===== src/rtl/led_arb_pkg.sv =====
// Shared types and helpers for the LED pattern arbiter: state encoding, counter
// width derivation and the round-robin requester select.
package led_arb_pkg;

    typedef enum logic [1:0] {
        StIdle = 2'd0,
        StPlay = 2'd1,
        StGap  = 2'd2
    } state_e;

    // Upper bound on requesters; the select function works on a vector this wide.
    localparam int unsigned MaxReq  = 8;
    localparam int unsigned MaxReqW = 3;

    // Counter/index width for a range of n values, never narrower than one bit.
    function automatic int unsigned cnt_width(input int unsigned n);
        return (n > 1) ? $clog2(n) : 1;
    endfunction

    // First set bit of req at or after ptr, wrapping modulo n.
    function automatic logic [MaxReqW-1:0] rr_select(
        input logic [MaxReq-1:0]  req,
        input logic [MaxReqW-1:0] ptr,
        input int unsigned        n
    );
        logic [MaxReqW-1:0] sel;
        logic [MaxReqW-1:0] idx_w;
        logic               found;
        int unsigned        base;
        int unsigned        idx;
        sel   = '0;
        found = 1'b0;
        base  = 32'(ptr);
        for (int unsigned i = 0; i < MaxReq; i++) begin
            idx   = (base + i) % n;
            idx_w = idx[MaxReqW-1:0];
            if (!found && (i < n) && req[idx_w]) begin
                sel   = idx_w;
                found = 1'b1;
            end
        end
        return sel;
    endfunction

endpackage


===== src/rtl/step_prescaler.sv =====
// Step-period counter: counts 0..STEP_DIV-1 and flags the terminal count.
// Synchronous clear holds it at zero while idle.
module step_prescaler
    import led_arb_pkg::*;
#(
    parameter int unsigned STEP_DIV = 2097152
) (
    input  logic CLK,
    input  logic RST,
    input  logic clr,
    output logic tick
);

    localparam int unsigned   CntW    = cnt_width(STEP_DIV);
    localparam logic [CntW-1:0] TermCnt = CntW'(STEP_DIV - 1);

    logic [CntW-1:0] cnt_q, cnt_d;

    assign tick = (cnt_q == TermCnt);

    // Wrap on the terminal count so non-power-of-two dividers are exact.
    always_comb begin
        cnt_d = cnt_q + CntW'(1);
        if (clr || tick) begin
            cnt_d = '0;
        end
    end

    always_ff @(posedge CLK or posedge RST) begin
        if (RST) begin
            cnt_q <= '0;
        end else begin
            cnt_q <= cnt_d;
        end
    end

endmodule


===== src/rtl/led_pattern_arbiter.sv =====
// Round-robin owner of the single user LED: grants one status source at a time,
// plays its latched pattern LSB-first at one bit per step, then holds a gap.
module led_pattern_arbiter
    import led_arb_pkg::*;
#(
    parameter int unsigned NUM_REQ    = 4,
    parameter int unsigned PAT_W      = 32,
    parameter int unsigned STEP_DIV   = 2097152,
    parameter logic        IDLE_LEVEL = 1'b0
) (
    input  logic                     CLK,
    input  logic                     RST,
    input  logic [NUM_REQ-1:0]       req,
    input  logic [NUM_REQ*PAT_W-1:0] pattern,
    output logic [NUM_REQ-1:0]       gnt,
    output logic [NUM_REQ-1:0]       done,
    output logic                     busy,
    output logic                     LED
);

    localparam int unsigned     ReqW    = cnt_width(NUM_REQ);
    localparam int unsigned     IdxW    = cnt_width(PAT_W);
    localparam logic [IdxW-1:0] LastIdx = IdxW'(PAT_W - 1);
    localparam logic [ReqW-1:0] LastReq = ReqW'(NUM_REQ - 1);

    state_e               state_q, state_d;
    logic [NUM_REQ-1:0]   gnt_q, gnt_d;
    logic [NUM_REQ-1:0]   done_q, done_d;
    logic                 busy_q, busy_d;
    logic                 led_q, led_d;
    logic [PAT_W-1:0]     pat_q, pat_d;
    logic [IdxW-1:0]      bit_idx_q, bit_idx_d;
    logic [ReqW-1:0]      rr_ptr_q, rr_ptr_d;
    logic [ReqW-1:0]      sel_q, sel_d;

    logic [MaxReq-1:0]    req_ext;
    logic [MaxReqW-1:0]   ptr_ext;
    logic [MaxReqW-1:0]   sel_ext;
    logic [ReqW-1:0]      rr_sel;
    logic                 step_clr;
    logic                 step_tick;

    always_comb begin
        req_ext                = '0;
        req_ext[NUM_REQ-1:0]   = req;
        ptr_ext                = '0;
        ptr_ext[ReqW-1:0]      = rr_ptr_q;
    end

    assign sel_ext = rr_select(req_ext, ptr_ext, NUM_REQ);
    assign rr_sel  = sel_ext[ReqW-1:0];

    step_prescaler #(
        .STEP_DIV (STEP_DIV)
    ) u_step (
        .CLK  (CLK),
        .RST  (RST),
        .clr  (step_clr),
        .tick (step_tick)
    );

    always_comb begin
        state_d   = state_q;
        gnt_d     = gnt_q;
        done_d    = '0;
        led_d     = led_q;
        pat_d     = pat_q;
        bit_idx_d = bit_idx_q;
        rr_ptr_d  = rr_ptr_q;
        sel_d     = sel_q;
        step_clr  = 1'b0;

        unique case (state_q)
            StIdle: begin
                // Prescaler parked at zero so the first bit gets a full step.
                step_clr = 1'b1;
                led_d    = IDLE_LEVEL;
                if (|req) begin
                    sel_d         = rr_sel;
                    gnt_d         = '0;
                    gnt_d[rr_sel] = 1'b1;
                    pat_d         = pattern[rr_sel*PAT_W +: PAT_W];
                    bit_idx_d     = '0;
                    led_d         = pat_d[0];
                    state_d       = StPlay;
                end
            end
            StPlay: begin
                if (step_tick) begin
                    if (bit_idx_q == LastIdx) begin
                        done_d   = gnt_q;
                        gnt_d    = '0;
                        led_d    = IDLE_LEVEL;
                        rr_ptr_d = (sel_q == LastReq) ? '0 : sel_q + ReqW'(1);
                        state_d  = StGap;
                    end else begin
                        bit_idx_d = bit_idx_q + IdxW'(1);
                        led_d     = pat_q[bit_idx_d];
                    end
                end
            end
            StGap: begin
                led_d = IDLE_LEVEL;
                if (step_tick) begin
                    state_d = StIdle;
                end
            end
            default: begin
                state_d = StIdle;
                gnt_d   = '0;
                led_d   = IDLE_LEVEL;
            end
        endcase

        busy_d = (state_d != StIdle);
    end

    always_ff @(posedge CLK or posedge RST) begin
        if (RST) begin
            state_q   <= StIdle;
            gnt_q     <= '0;
            done_q    <= '0;
            busy_q    <= 1'b0;
            led_q     <= IDLE_LEVEL;
            pat_q     <= '0;
            bit_idx_q <= '0;
            rr_ptr_q  <= '0;
            sel_q     <= '0;
        end else begin
            state_q   <= state_d;
            gnt_q     <= gnt_d;
            done_q    <= done_d;
            busy_q    <= busy_d;
            led_q     <= led_d;
            pat_q     <= pat_d;
            bit_idx_q <= bit_idx_d;
            rr_ptr_q  <= rr_ptr_d;
            sel_q     <= sel_d;
        end
    end

    assign gnt  = gnt_q;
    assign done = done_q;
    assign busy = busy_q;
    assign LED  = led_q;

endmodule


===== config.mk =====
export PLATFORM = sky130hd
export DESIGN_NAME = led_pattern_arbiter
export DESIGN_NICKNAME = d
export VERILOG_FILES = /design/src/rtl/led_arb_pkg.sv /design/src/rtl/step_prescaler.sv /design/src/rtl/led_pattern_arbiter.sv
export SDC_FILE = /design/constraint.sdc
export NUM_CORES = 1
export LEC_CHECK = 0
export ABC_AREA = 1
export CAP_MARGIN = 10
export CORE_MARGIN = 2
export CORE_UTILIZATION = 52
export CTS_CLUSTER_SIZE = 10
export DETAILED_ROUTE_END_ITERATION = 10
export GPL_ROUTABILITY_DRIVEN = 1
export GPL_TIMING_DRIVEN = 0
export PLACE_DENSITY_LB_ADDON = 0.05
export REMOVE_ABC_BUFFERS = 1
export SLEW_MARGIN = 20
export SYNTH_ARGS = -nofsm -noshare
export SYNTH_HDL_FRONTEND = slang
export SYNTH_SLANG_ARGS = --single-unit

===== constraint.sdc =====
create_clock -name CLK -period 4.2 [get_ports CLK]
set_clock_uncertainty 0.15 [all_clocks]
set_input_delay 0.84 -clock CLK [delete_from_list [all_inputs] [get_ports CLK]]
set_output_delay 0.84 -clock CLK [all_outputs]
set_load 0.01 [all_outputs]

==> results of run 1 <==
==> flip-flops by register name, summed over array words and instances, names as in the netlist <==
| register | flops |
|---|---|
| LED | 1 |
| bit_idx_q | 5 |
| busy | 1 |
| done | 4 |
| gnt | 4 |
| pat_q | 32 |
| rr_ptr_q | 2 |
| sel_q | 2 |
| state_q | 2 |
| u_step.cnt_q | 21 |
==> metrics by stage <==
| step | instance area (sq um) | total power, mW | setup slack (ns) | hold slack [ns] |
|---|---|---|---|---|
| after floorplan | 4570 | 1.07 | 0.189 | 0.275 |
| after global placement | 6140 | 1.25 | -1.70 | 0.294 |
| after detailed placement | 6180 | 1.27 | -0.0754 | 0.302 |
| after CTS | 6370 | 1.80 | 0.278 | 0.312 |
| after global routing | 6370 | 1.89 | 0.365 | 0.326 |
| final | 6370 | 1.78 | 0.672 | 0.310 |
==> repair_timing <==
| action | 4_1_cts | 5_1_grt |
|---|---|---|
| resized for setup | 0 | 1 |
| setup endpoints to repair | 0 | 1 |
| hold endpoints to repair | 0 | 0 |
==> final timing paths <==
path	depth (start not counted)	slack [ns]	from	to
worst max register to register	13	1.03	rr_ptr_q[0]	pat_q[20]
max in group asynchronous	3	2.66	RST	pat_q[22]
worst min-delay path	1	0.31	u_step.cnt_q[0]	u_step.cnt_q[0]
min in group asynchronous	2	0.68	RST	gnt[3]
worst min register to register	1	0.31	u_step.cnt_q[0]	u_step.cnt_q[0]
worst max-delay path	15	0.67	req[0]	pat_q[20]
==> synth_stat cells (4+ instances only) <==
cell type  number  share of area, %
nand2_1       353                28
a21oi_1         8              0.84
nor2_1         68               5.4
o21ai_0        23               2.4
buf_2          10               1.1
o211ai_1        8               1.3
nand2_2         9               1.2
clkbuf_1        8              0.63
ha_1            4               1.1
dfrtp_1        74                39
xor2_1          9               1.7
nand3_1        55               5.8
inv_1          36               2.8
nor3_1         12               1.3
buf_6           4              0.95
buf_4           7               1.1
==> metal layers <==
layer / up-vias / global-route usage (%) / wire length (um)
met4: 0 / 9.59 / 167
met2: 132 / 46.5 / 6200
met5: - / 0 / 0
met3: 18 / 4.15 / 506
li1: 2515 / - / -
met1: 2262 / 28.4 / 4980
==> cells by family after synthesis <==
family,synth area share [%]
AND/OR/NAND/NOR,45.3
AO/OA/AOI/OAI,5.61
XOR/XNOR,2.03
buffers and inverters,7.04
adder cells (fa/ha/maj),1.05
flip-flops,39.0
==> cell type report <==
| class | count | area, sq um | area share, % |
|---|---|---|---|
| Clock buffer | 11 | 131 | 2.06 |
| Multi-Input combinational cell | 577 | 2570 | 40.4 |
| Tap cell | 108 | 135 | 2.12 |
| Timing Repair Buffer | 145 | 1470 | 23.0 |
| Clock inverter | 5 | 55.1 | 0.864 |
| Sequential cell | 74 | 1850 | 29.1 |
| Inverter | 41 | 159 | 2.49 |
==> power groups by stage <==
stage,registers [mW],logic [mW],clock network [mW]
finish,0.810,0.441,0.533
global route,0.816,0.508,0.569
CTS,0.810,0.447,0.539
detailed placement,0.823,0.443,0
global placement,0.819,0.427,0
floorplan,0.813,0.257,0
==> worst max-delay path, cell delays in order <==
cell	delay, ns
clkdlybuf4s50_1	0.51
inv_1	0.06
nand2_1	0.10
nand3_1	0.09
nand2_1	0.15
nand3_1	0.09
nand2_1	0.08
nand2_2	0.09
nand2_4	0.36
inv_2	0.36
nor2_4	0.54
nand2_1	0.12
nand3_1	0.11
nand2_1	0.06
nand2_1	0.07
==> results_dict.tcl, run 1 <==
set metrics [dict create \
    wirelength_mm 11.9 \
    io_pins 144 \
    coreArea_sq_um 8810 \
    grt_max_degree 46 \
    async_flop_share_pct 100 \
    synth_ff_type "dfrtp_1" \
    grt_pass1_vias 4964 \
    synth_edf_count 0 \
    place.gp.congestion 0.817 \
    fill_cells 747 \
    combPwrFrac_pct 24.7 \
    cts.clk_slew.worst_paths_ns 0.07 \
    maxSlewViolCount 0 \
    clk-insertion-delay-late_ns 0.35 \
    mostFrequentLayoutCells "nand2_1, clkdlybuf4s50_1, dfrtp_1" \
    fin_util_pct 72.4 \
    intPower_mw 1.27 \
    grt_pass1_wl_mm 20.6 \
    die_x_um 99.6 \
    timing.setup.critical_path_class "in2reg" \
    fmaxAchievable_mhz 283 \
    ant_nets 0 \
    hold_class "reg2reg" \
    leakage_nw 3.06 \
    numClockSinks 74 \
    drtIter0Drc 211 \
    switchingPower_mw 0.515 \
    synth.avg_cell_area_sq_um 6.59 \
    die_area_sq_um 9910 \
    drc_errors 0 \
    cts.path.max_buffers 2 \
    synth-seq-area-share_pct 39.0 \
    final-instance-count-excl-fill 961 \
    switching_share_pct 28.9 \
    portBuffers 143 \
    via_per_inst 5.13 \
    post_cts_buffers 0 \
    worst_pin_slew_ns 0.964 \
    max_cap_viol_count 0 \
    hold_buffers 0 \
    antenna_found_initial 0 \
    arrival_ns 3.67 \
    powerDensity_nw_per_um2 280 \
    postSynthCellCount 721 \
    ys_ff_latch 74 \
    dr.pass1.iters 6 \
    gr-usage-all-layers_pct 25.0 \
    dpl.hpwl_mm 8.77 \
    netlist-cell-type-count 36 \
    fp-row-count 34 \
    n_antenna_cell 0 \
    fin_crit_ns 3.53 \
    setup_tns_ns 0 \
    max_slew_margin_pct 35.5 \
    start_util_pct 53.9 \
    syn_area_sq_um 4750 \
    yosysWarnings 0 \
    cts-root-buf "clkbuf_8" \
    end_kind "flip-flop" \
    layout.nets 986 \
    setup_viol 0 \
    cts_inserted_buffers 9 \
    status "finished clean" \
    clockPowerShare_pct 29.9 \
    dieHeight_um 99.6 \
    cp-start-kind "input port" \
    layout.cells.most_common "nand2_1" \
    layout-drive-gt1-share_pct 4.81 \
    avgRoutedWirePerCell_um 12.3 \
    hold_viol_final 0 \
    irDropWorstVdd_mv 0.138 \
    min_period_over_period_pct 84.0 \
    area_growth_pct 34.2 \
    vias 4927 \
    crit_required_ns 4.34 \
    cts-htree-levels 3 \
    crit_fanout 38 \
    cts_tree "done" \
    power_frac_seq_pct 45.4 \
    rsz0062_at_grt "no" \
    globalRoute.totalOverflow 0 \
    placed_cells 945 \
]
Note: power is estimated with default switching activity, not from simulation.
==> run 2: changes to the inputs <==
CORE_UTILIZATION = 48   (was 52)
clock period = 3.6 ns   (was 4.2 ns; I/O delays follow)
==> run 2 against run 1 <==
Net effect: design area increased by 1.7%; sequential power is 17% higher; total power rose by 26%; wire length decreased by 2.7%; core utilization down 5.4 points; first-iteration DRC count increased by 13%; global-route usage decreased by 2.4 points; worst setup slack worse by 0.38 ns; largest cell class unchanged; highest routed layer unchanged.
==> results_dict.tcl, run 2 (same netlist as run 1, synthesis figures left out) <==
set metrics [dict create \
    status "finished clean" \
    hold_viol_final 0 \
    globalRoute.totalOverflow 0 \
    fin_crit_ns 3.30 \
    avgRoutedWirePerCell_um 11.7 \
    worst_pin_slew_ns 1.05 \
    drtIter0Drc 239 \
    largest_register_ffs 32 \
    end_kind "flip-flop" \
    grt_pass1_vias 4492 \
    cp_common_cell "nand2_1" \
    crit_required_ns 3.74 \
    post_cts_buffers 0 \
    cp_top_family "simple AND/OR/NAND/NOR gates" \
    powerDensity_nw_per_um2 346 \
    grt_max_degree 58 \
    leakage_nw 3.10 \
    dieHeight_um 103 \
    wirelength_mm 11.5 \
    cp-start-kind "input port" \
    cts.clk_slew.worst_paths_ns 0.08 \
    portBuffers 143 \
    crit_chain "clkdlybuf4s50_1 > inv_1 > nand2_1 > nand3_1 > nand2_1 > nand3_1 > nand2_1 > nand2_2 > nand2_4 > inv_2 > nor2_4 > nand2_1 > nand3_1 > nand2_1 > nand2_1" \
    grt_pass1_wl_mm 19.3 \
    crit_fanout 38 \
    numClockSinks 74 \
    dpl.hpwl_mm 8.37 \
    setup_viol 0 \
    n_antenna_cell 0 \
    cts-root-buf "clkbuf_8" \
    maxSlewViolCount 0 \
    arrival_ns 3.45 \
    irDropWorstVdd_mv 0.169 \
    crit_buf_inv 3 \
    dr.pass1.iters 6 \
    start_util_pct 49.0 \
    die_area_sq_um 10700 \
    max_cap_viol_count 0 \
    gr-usage-all-layers_pct 22.5 \
    place.gp.congestion 0.813 \
    cts.path.max_buffers 2 \
    rsz0062_at_grt "yes" \
    hold_class "reg2reg" \
    max_slew_margin_pct 29.6 \
    reg_top3 "pat_q (32), u_step.cnt_q (21), bit_idx_q (5)" \
    vias 4865 \
    min_period_over_period_pct 91.8 \
    coreArea_sq_um 9680 \
    fmaxAchievable_mhz 303 \
    layout.nets 987 \
    hold_buffers 0 \
    via_per_inst 4.93 \
    clk-insertion-delay-late_ns 0.36 \
    die_x_um 103 \
    finalPower_mw 2.24 \
    max_stage_delay_ns 0.51 \
    timing.setup.critical_path_class "in2reg" \
    layout-drive-gt1-share_pct 5.27 \
    mostFrequentLayoutCells "nand2_1, clkdlybuf4s50_1, dfrtp_1" \
    area_growth_pct 36.5 \
    fp-row-count 36 \
    cp_slowest_cell "clkdlybuf4s50_1" \
    io_pins 144 \
    fin_util_pct 66.9 \
    cts_tree "done" \
    cts-htree-levels 3 \
    cts_inserted_buffers 9 \
    layout.cells.most_common "nand2_1" \
    largest_register "pat_q" \
    drc_errors 0 \
    antenna_found_initial 0 \
    ant_nets 0 \
]
-- run 2: cell count changes in the layout (fill, tap and decap cells not counted), sizes merged --
cell,before,now
bufinv,1,3
clkbuf,11,9
clkinv,3,4
clkinvlp,2,1
nor2,72,73
-- run 2: timing repair --
action	CTS	global route
gates cloned	0	1
pin swaps	0	1
endpoints found under the setup margin	27	27
resized for setup	1	2
-- run 2: cell type report --
cell class                 count  area [sq um]
timing repair buffer         145          1470
multi-input combinational    578          2590
sequential                    74          1850
fill                         853          3200
clock buffer                   9           124
clock inverter                 7           118
tap                          133           166
inverter                      41           163
-- run 2: worst reg2reg max path, delay by kind of cell, from the launching register on --
| kind | cells | cell delay [ns] |
|---|---|---|
| buf+inv | 2 | 0.52 |
| flops | 1 | 0.51 |
| simple gates | 12 | 1.75 |
-- run 2: metal layers --
| metal | vias up | track usage (%) | share of wire [%] |
|---|---|---|---|
| met1 | 2205 | 27.2 | 45 |
| met4 | 0 | 7.09 | 1.2 |
| met5 | - | 0 | 0 |
| met3 | 13 | 4.37 | 5.3 |
| li1 | 2513 | - | - |
| met2 | 134 | 40.4 | 49 |
-- run 2: final timing paths --
path,from,to,slack [ns],cells past startpoint
hold reg to reg,u_step.cnt_q[0],u_step.cnt_q[0],0.32,1
max in group asynchronous,RST,pat_q[3],2.26,3
min in group asynchronous,RST,gnt[3],0.50,2
hold / removal,u_step.cnt_q[0],u_step.cnt_q[0],0.32,1
setup / recovery,req[3],pat_q[30],0.30,15
setup reg to reg,rr_ptr_q[0],pat_q[30],0.60,14
-- run 2: through the flow --
stage / hold slack [ns] / std cells / setup WS [ns] / TNS, ns / area, sq um
floorplan: 0.275 / 692 / -0.291 / -1.13 / 4570
global placement: 0.292 / 968 / -2.14 / -86.83 / 6170
detailed placement: 0.310 / 970 / -0.561 / -15.48 / 6220
CTS: 0.324 / 986 / 0.148 / 0 / 6470
global route: 0.342 / 987 / -0.0278 / -0.0287 / 6480
finish: 0.320 / 987 / 0.296 / 0 / 6480
-- run 2: power breakdown --
group / switching (mW) / internal (mW)
registers: 0.0431 / 0.900
clock network: 0.320 / 0.460
logic: 0.258 / 0.263
total: 0.621 / 1.62
